## config.mk

```make
export PLATFORM = sky130hd
export DESIGN_NAME = return_addr_stack
export DESIGN_NICKNAME = d
export VERILOG_FILES = /design/src/rtl/stack_pkg.sv /design/src/rtl/stack_mem.sv /design/src/rtl/return_addr_stack.sv
export SDC_FILE = /design/constraint.sdc
export NUM_CORES = 1
export LEC_CHECK = 0
export CAP_MARGIN = 10
export CELL_PAD_IN_SITES_DETAIL_PLACEMENT = 0
export CELL_PAD_IN_SITES_GLOBAL_PLACEMENT = 2
export CORE_UTILIZATION = 30
export DETAILED_ROUTE_END_ITERATION = 6
export MAX_ROUTING_LAYER = met4
export PLACE_DENSITY = 0.61
export REMOVE_ABC_BUFFERS = 1
export SLEW_MARGIN = 20
export SYNTH_ARGS = -nofsm -noshare
export SYNTH_HDL_FRONTEND = slang
export SYNTH_HIERARCHICAL = 1
export SYNTH_SLANG_ARGS = --single-unit
```

## constraint.sdc

```tcl
create_clock -name clk -period 2.9 [get_ports clk]
set_clock_uncertainty 0.1 [all_clocks]
set_input_delay 0.435 -clock clk [delete_from_list [all_inputs] [get_ports clk]]
set_output_delay 0.435 -clock clk [all_outputs]
set_load 0.1 [all_outputs]
```

## src/rtl/stack_pkg.sv

```systemverilog
// rtl/stack_pkg.sv - shared constants and width helper for the return address stack
package stack_pkg;

    localparam int MODE_SATURATE = 0;
    localparam int MODE_WRAP     = 1;

    // Never returns 0, so a DEPTH of 1 still yields a legal 1-bit vector.
    function automatic int clog2_safe(input int n);
        return (n <= 2) ? 1 : $clog2(n);
    endfunction

endpackage

```

## src/rtl/stack_mem.sv

```systemverilog
// rtl/stack_mem.sv - DEPTH x WIDTH register array, sync write, async read
import stack_pkg::*;

module stack_mem #(
    parameter int WIDTH = 12,
    parameter int DEPTH = 8,
    parameter int AW    = clog2_safe(DEPTH)
) (
    input  logic             clk,
    input  logic             we,
    input  logic [AW-1:0]    waddr,
    input  logic [WIDTH-1:0] wdata,
    input  logic [AW-1:0]    raddr,
    output logic [WIDTH-1:0] rdata
);

    logic [WIDTH-1:0] mem [DEPTH];

    always_ff @(posedge clk) begin
        if (we) begin
            mem[waddr] <= wdata;
        end
    end

    assign rdata = mem[raddr];

endmodule

```

## src/rtl/return_addr_stack.sv

```systemverilog
// rtl/return_addr_stack.sv - return address LIFO with status, replace-top and sticky errors
import stack_pkg::*;

module return_addr_stack #(
    parameter int WIDTH     = 12,
    parameter int DEPTH     = 8,
    parameter int WRAP_MODE = MODE_SATURATE
) (
    input  logic                             clk,
    input  logic                             rst_n,
    input  logic                             push,
    input  logic                             pop,
    input  logic [WIDTH-1:0]                 push_data,
    input  logic                             err_clr,
    output logic [WIDTH-1:0]                 top,
    output logic [clog2_safe(DEPTH+1)-1:0]   count,
    output logic                             empty,
    output logic                             full,
    output logic                             overflow_err,
    output logic                             underflow_err
);

    localparam int PW = clog2_safe(DEPTH);
    localparam int CW = clog2_safe(DEPTH + 1);

    logic [PW-1:0]    sp;
    logic [PW-1:0]    sp_top;
    logic [CW-1:0]    cnt;
    logic [WIDTH-1:0] rdata;
    logic             do_push;
    logic             do_pop;
    logic             do_rep;
    logic             push_ok;
    logic             we;
    logic [PW-1:0]    waddr;
    logic             ovf_set;
    logic             unf_set;

    assign sp_top  = sp - PW'(1);
    assign empty   = (cnt == '0);
    assign full    = (cnt == CW'(DEPTH));
    assign count   = cnt;
    assign top     = empty ? '0 : rdata;

    assign do_push = push & ~pop;
    assign do_pop  = pop & ~push;
    assign do_rep  = push & pop;

    // In wrap mode a push onto a full stack still advances sp, overwriting the oldest slot.
    assign push_ok = do_push & (~full | (WRAP_MODE == MODE_WRAP));

    // Replace-top on an empty stack degenerates to a plain push at sp.
    assign we      = rst_n & (push_ok | do_rep);
    assign waddr   = (do_rep & ~empty) ? sp_top : sp;

    assign ovf_set = do_push & full;
    assign unf_set = pop & empty;

    stack_mem #(
        .WIDTH (WIDTH),
        .DEPTH (DEPTH),
        .AW    (PW)
    ) u_mem (
        .clk   (clk),
        .we    (we),
        .waddr (waddr),
        .wdata (push_data),
        .raddr (sp_top),
        .rdata (rdata)
    );

    always_ff @(posedge clk or negedge rst_n) begin
        if (!rst_n) begin
            sp            <= '0;
            cnt           <= '0;
            overflow_err  <= 1'b0;
            underflow_err <= 1'b0;
        end else begin
            if (push_ok || (do_rep && empty)) begin
                sp <= sp + PW'(1);
                if (!full) begin
                    cnt <= cnt + CW'(1);
                end
            end else if (do_pop && !empty) begin
                sp  <= sp_top;
                cnt <= cnt - CW'(1);
            end
            // A fresh error in the clearing cycle keeps its flag set.
            overflow_err  <= (overflow_err & ~err_clr) | ovf_set;
            underflow_err <= (underflow_err & ~err_clr) | unf_set;
        end
    end

endmodule

```

# Word-level counts from Yosys, hierarchy flattened
# Memories as Yosys holds them, arrays and structs flattened.
# Index checks and enable logic that the tools add are counted.
[classes]
n_addsub = 4
mul = 0
div = 0
magnitude_cmp = 0
eq_ne = 2
shift = 0
n_mux = 9
bitwise_logic = 18
reduce_logical = 7
[op_table]
columns = ["op", "count"]
rows = [
  ["$mux W12", 1],
  ["$mux W4", 3],
  ["$and A1 B1 Y1", 10],
  ["$mux W3", 3],
  ["$not A1 Y1", 5],
  ["$add A4 B1 Y4 const B", 1],
  ["$eq A4 B4 Y1 const B", 1],
  ["$logic_not A4 Y1", 1],
  ["$sub A4 B1 Y4 const B", 1],
  ["$add A3 B1 Y3 const B", 1],
  ["$or A1 B1 Y1", 3],
  ["$sub A3 B1 Y3 const B", 1],
  ["$logic_and A1 B1 Y1", 2],
  ["$mux W1", 2],
  ["$ne A2 B2 Y1 const B", 1],
  ["$reduce_and A2 Y1", 1],
  ["$reduce_bool A2 Y1", 1],
  ["$logic_not A1 Y1", 1],
  ["$logic_or A1 B1 Y1", 1],
]
[word_totals]
regBits = 9
latch_bits = 0
mem_bits_rw = 96
romBits = 0
word_cells = 45
mem_count = 1
[memory_table]
columns = ["memory", "words", "width", "rd", "rd_clocked_by_memory_dff", "write_ports", "line", "rtl"]
rows = [
  ["u_mem.mem", 8, 12, 1, 0, 1, "stack_mem.sv:17", "logic [WIDTH-1:0] mem [DEPTH];"],
]

# Longest topological paths before layout
[logic_depth]
depth_word = 7
depth_mapped = 8
depth_no_buf = 7

# Modules after synthesis
# Netlist, hierarchy kept.
[modules_own_cells]
columns = ["module", "instances", "cells_per_inst", "area_each_um2", "seq_area_each_um2"]
rows = [
  ["stack_mem", 1, 152, 3747.3, 2882.8],
  ["return_addr_stack", 1, 78, 704.4, 225.2],
]

# Least setup slack after synthesis
# OpenSTA, ideal clock, no wires.
[synth_path]
path_kind = "flip-flop to output port"
from = "register cnt[2], in the netlist count[2]"
to = "output port top[10]"
arrival_ns = 3.540
required_time_ns = 2.365
path_slack_ns = -1.175
path_stages_with_launch = 5
path_cell_list = "dfrtp_1 > clkbuf_1 > nor4_1 > clkbuf_1 > nor2b_1"
[synth_via]
elab_chain_cells = 2
[synth_rtl]
columns = ["element", "line", "rtl"]
rows = [
  ["start: declaration", "return_addr_stack.sv:28", "logic [CW-1:0] cnt;"],
  ["start signal: assignment", "return_addr_stack.sv:82", "cnt <= cnt + CW'(1);"],
  ["start signal: assignment", "return_addr_stack.sv:86", "cnt <= cnt - CW'(1);"],
  ["$logic_not A4 Y1", "return_addr_stack.sv:40", "assign empty = (cnt == '0);"],
  ["net empty", "return_addr_stack.sv:17", "output logic empty,"],
  ["$mux W12", "return_addr_stack.sv:43", "assign top = empty ? '0 : rdata;"],
  ["end: declaration", "return_addr_stack.sv:15", "output logic [WIDTH-1:0] top,"],
]
# The timed path passes the listed nets, and every way through them passes these cells.

# Worst setup path after layout
[layout_path]
from = "register sp[0]"
to = "output port top[8]"
[layout_via]
elab_chain_cells = 3
[layout_rtl]
columns = ["element", "line", "rtl"]
rows = [
  ["start: declaration", "return_addr_stack.sv:26", "logic [PW-1:0] sp;"],
  ["start signal: assignment", "return_addr_stack.sv:80", "sp <= sp + PW'(1);"],
  ["start signal: assignment", "return_addr_stack.sv:85", "sp <= sp_top;"],
  ["$sub A3 B1 Y3", "return_addr_stack.sv:39", "assign sp_top = sp - PW'(1);"],
  ["net sp_top[0]", "return_addr_stack.sv:27", "logic [PW-1:0] sp_top;"],
  ["$mem_v2 Z8 W12", "n/a", ""],
  ["net rdata[8]", "return_addr_stack.sv:29", "logic [WIDTH-1:0] rdata;"],
  ["$mux W12", "return_addr_stack.sv:43", ""],
]
# The timed path passes the listed nets, and every way through them passes these cells.

==> results.sh <==
export IMPL_wirelength_um=8993
export IMPL_fmax_mhz=347.5
export IMPL_overflow=0
export IMPL_wl_per_cell_um=18.70
export IMPL_fillers=1326
export IMPL_period_minus_slack_ns=2.877
export IMPL_synth_edf_count=96
export IMPL_final_period_utilization_pct=99.22
export IMPL_yosysWarnings=6
export IMPL_cts_sinks=105
export IMPL_grt_pass1_vias=2379
export IMPL_root_buffer="clkbuf_16"
export IMPL_slew_violations=0
export IMPL_synth_top_cell_area_share_pct=64.76
export IMPL_io_buffers=36
export IMPL_num_io_pins=37
export IMPL_grt_antenna_before_repair=0
export IMPL_ys_types=35
export IMPL_yosys_area_top_type="edfxtp_1"
export IMPL_synth_xor_area_share_pct=1.771
export IMPL_clock_latency_ns=0.33
export IMPL_dieArea_um2=15330
export IMPL_regToRegEndpoint="count[2]$_DFFE_PN0P_"
export IMPL_r2r_setup_slack_ns=0.40
export IMPL_antenna_left=0
export IMPL_critPathRequiredTime_ns=2.37
export IMPL_grt_pass1_wl_um=13830
export IMPL_track_usage_pct=13.34
export IMPL_cts_tree="yes"
export IMPL_rsz0062_at_grt="yes"
export IMPL_synth_top_family_by_area="multiplexers"
export IMPL_yosys_register_bits=105
export IMPL_seq_area_um2=3108
export IMPL_initial_core_util_pct=30.75
export IMPL_grt_max_degree=19
export IMPL_rr_startpoint="count[1]$_DFFE_PN0P_"
export IMPL_hpwl_um=5636
export IMPL_die_w_um=123.8
export IMPL_synthFlopType="edfxtp_1"
export IMPL_first_pass_iters=4
export IMPL_rr_worst_depth=7
export IMPL_arrival_ns=2.34
export IMPL_synth_cell_area_um2=4452
export IMPL_die_y_um=123.8
export IMPL_drive_gt1_share_pct=33.67
export IMPL_holdWs_ns=0.3390
export IMPL_vias=2210
export IMPL_holdBufCountCts=0
export IMPL_clk_pin_slew_ns=0.06
export IMPL_fp_row_count=44
export IMPL_routabilityCongestion=0.6831
export IMPL_avgViaCountPerCell=4.595
export IMPL_clock_path_buffers=2
export IMPL_synthTopCellsByArea="edfxtp_1, mux4_1, dfrtp_1, mux2_2, nor2b_1"
export IMPL_outcome="complete, no violations"
export IMPL_synthArstFlopShare_pct=8.571
export IMPL_area_growth_pct=27.91
export IMPL_drt_first_iter_violations=115
export IMPL_cts_made_buffers=9
export IMPL_multi_input_area_um2=1295
export IMPL_crit_path_start_kind="register"
export IMPL_synth_compound_area_share_pct=2.754
export IMPL_hold_path_class="primary input to async pin"
export IMPL_synthAdderAreaFrac_pct=0.8432
export IMPL_crit_type="register to output pin"
export IMPL_drc_errors=0
export IMPL_seq_area_frac_synth_pct=69.81
export IMPL_synth_simple_gate_area_share_pct=5.031
export IMPL_synthMuxAreaShare_pct=17.20
export IMPL_critPathMaxFanout=6
export IMPL_antenna_cells=0
export IMPL_finalNetCount=312
export IMPL_fin_tns_setup_ns=0
export IMPL_core_um2=14480
export IMPL_syn_instance_count=230
export IMPL_end_kind="output pin"
export IMPL_setup_viol=0
export IMPL_htree_levels=3
export IMPL_relSlewSlack_pct=67.68
export IMPL_hold_violations=0
export IMPL_syn_area_per_cell_um2=19.36
export IMPL_timing_worst_slew_pin_value_ns=0.4806
export IMPL_max_cap_violations=0
worst max-delay path, cell delays in order (launching register included):
cell and delay (ns):
dfrtp_1 0.39, inv_2 0.11, ha_4 0.17, xor2_4 0.23, buf_6 0.18, mux4_2 0.31
mux2_4 0.29, nor2b_4 0.13, clkbuf_16 0.20
routing by layer:
layer / GRT usage (%) / wire [µm] / vias up / part of all wire (%)
li1: - / - / 1051 / -
met1: 16.63 / 4152 / 1119 / 46
met2: 21.94 / 4492 / 32 / 50
met3: 2.335 / 234 / 8 / 2.6
met4: 4.518 / 113 / 0 / 1.3
met5: - / 0 / - / 0
registers in the layout, summed over array words and instances, names as in the netlist:
name           flops
overflow_err       1
sp                 3
underflow_err      1
u_mem/mem         96
count              4
kinds of logic (layout without fill, tap and decap cells):
logic type,count (synthesis),count (layout)
compound gates,15,15
simple gates,40,40
xor+xnor,9,9
flops,105,105
fa+ha+maj,3,3
mux,37,37
buf+inv,21,88
stage by stage:
stage	setup WS, ns	util [%]	area [µm²]	instances
6_report	0.02263	39.33	5694	481
5_1_grt	-0.05943	39.33	5694	481
4_1_cts	-0.02910	39.41	5707	483
3_5_place_dp	0.1867	36.48	5283	460
3_3_place_gp	0.1795	36.48	5283	460
2_1_floorplan	-4.406	-	4363	216
layout by cell type (no fill, tap or decap), types with 3 or more instances in the layout:
cell	netlist	layout
mux2_4	0	3
xor2_1	4	3
nand2b_1	3	3
nor2b_1	13	9
clkdlybuf4s50_1	0	16
nor2_1	9	9
buf_4	0	32
nor2b_4	0	4
mux2_2	13	10
xnor2_1	5	5
buf_6	4	3
dfrtp_1	9	9
inv_1	7	5
mux4_1	21	15
clkbuf_16	0	13
edfxtp_1	96	96
buf_12	0	10
nand2_1	5	5
mux4_2	3	9
cells in the mapped netlist, types with 3 or more instances:
cell and number:
mux4_2 3, clkbuf_1 5, edfxtp_1 96, buf_6 4
xnor2_1 5, dfrtp_1 9, nor2_1 9, nor3_1 3
xor2_1 4, nor2b_1 13, ha_1 3, inv_1 7
nand2b_1 3, buf_2 5, mux4_1 21, nand2_1 5
mux2_2 13
what timing repair did:
item,in CTS,in global routing
hold endpoints to repair,0,0
endpoints found under the setup margin,12,12
gates resized for setup,11,23
gates cloned,2,0
setup buffers,5,1
pin swaps,2,1
how the worst max path moves through the flow:
stage | startpoint | to | slack [ns] | depth (start not counted)
after floorplan | count[1]$_DFFE_PN0P_ | top[0] | -4.41 | 2
after global placement | pop | u_mem/mem[7][6]$_DFFE_PP_ | 0.18 | 6
after detailed placement | pop | u_mem/mem[7][2]$_DFFE_PP_ | 0.19 | 6
after CTS | sp[0]$_DFFE_PN0P_ | top[8] | -0.03 | 9
after global routing | sp[0]$_DFFE_PN0P_ | top[4] | -0.06 | 8
final | sp[0]$_DFFE_PN0P_ | top[8] | 0.02 | 8
cell type report:
cell class,count,area share (%)
inverters,7,0.4614
flip-flops and latches,105,54.58
clock inverters,6,1.252
repair buffers,65,12.90
multi-input cells,104,22.74
well taps,184,4.043
clock buffers,10,4.021
Power is left out: the tool's default activity adds up to more than one toggle a clock period on the data nets, which glitch-free logic cannot reach.
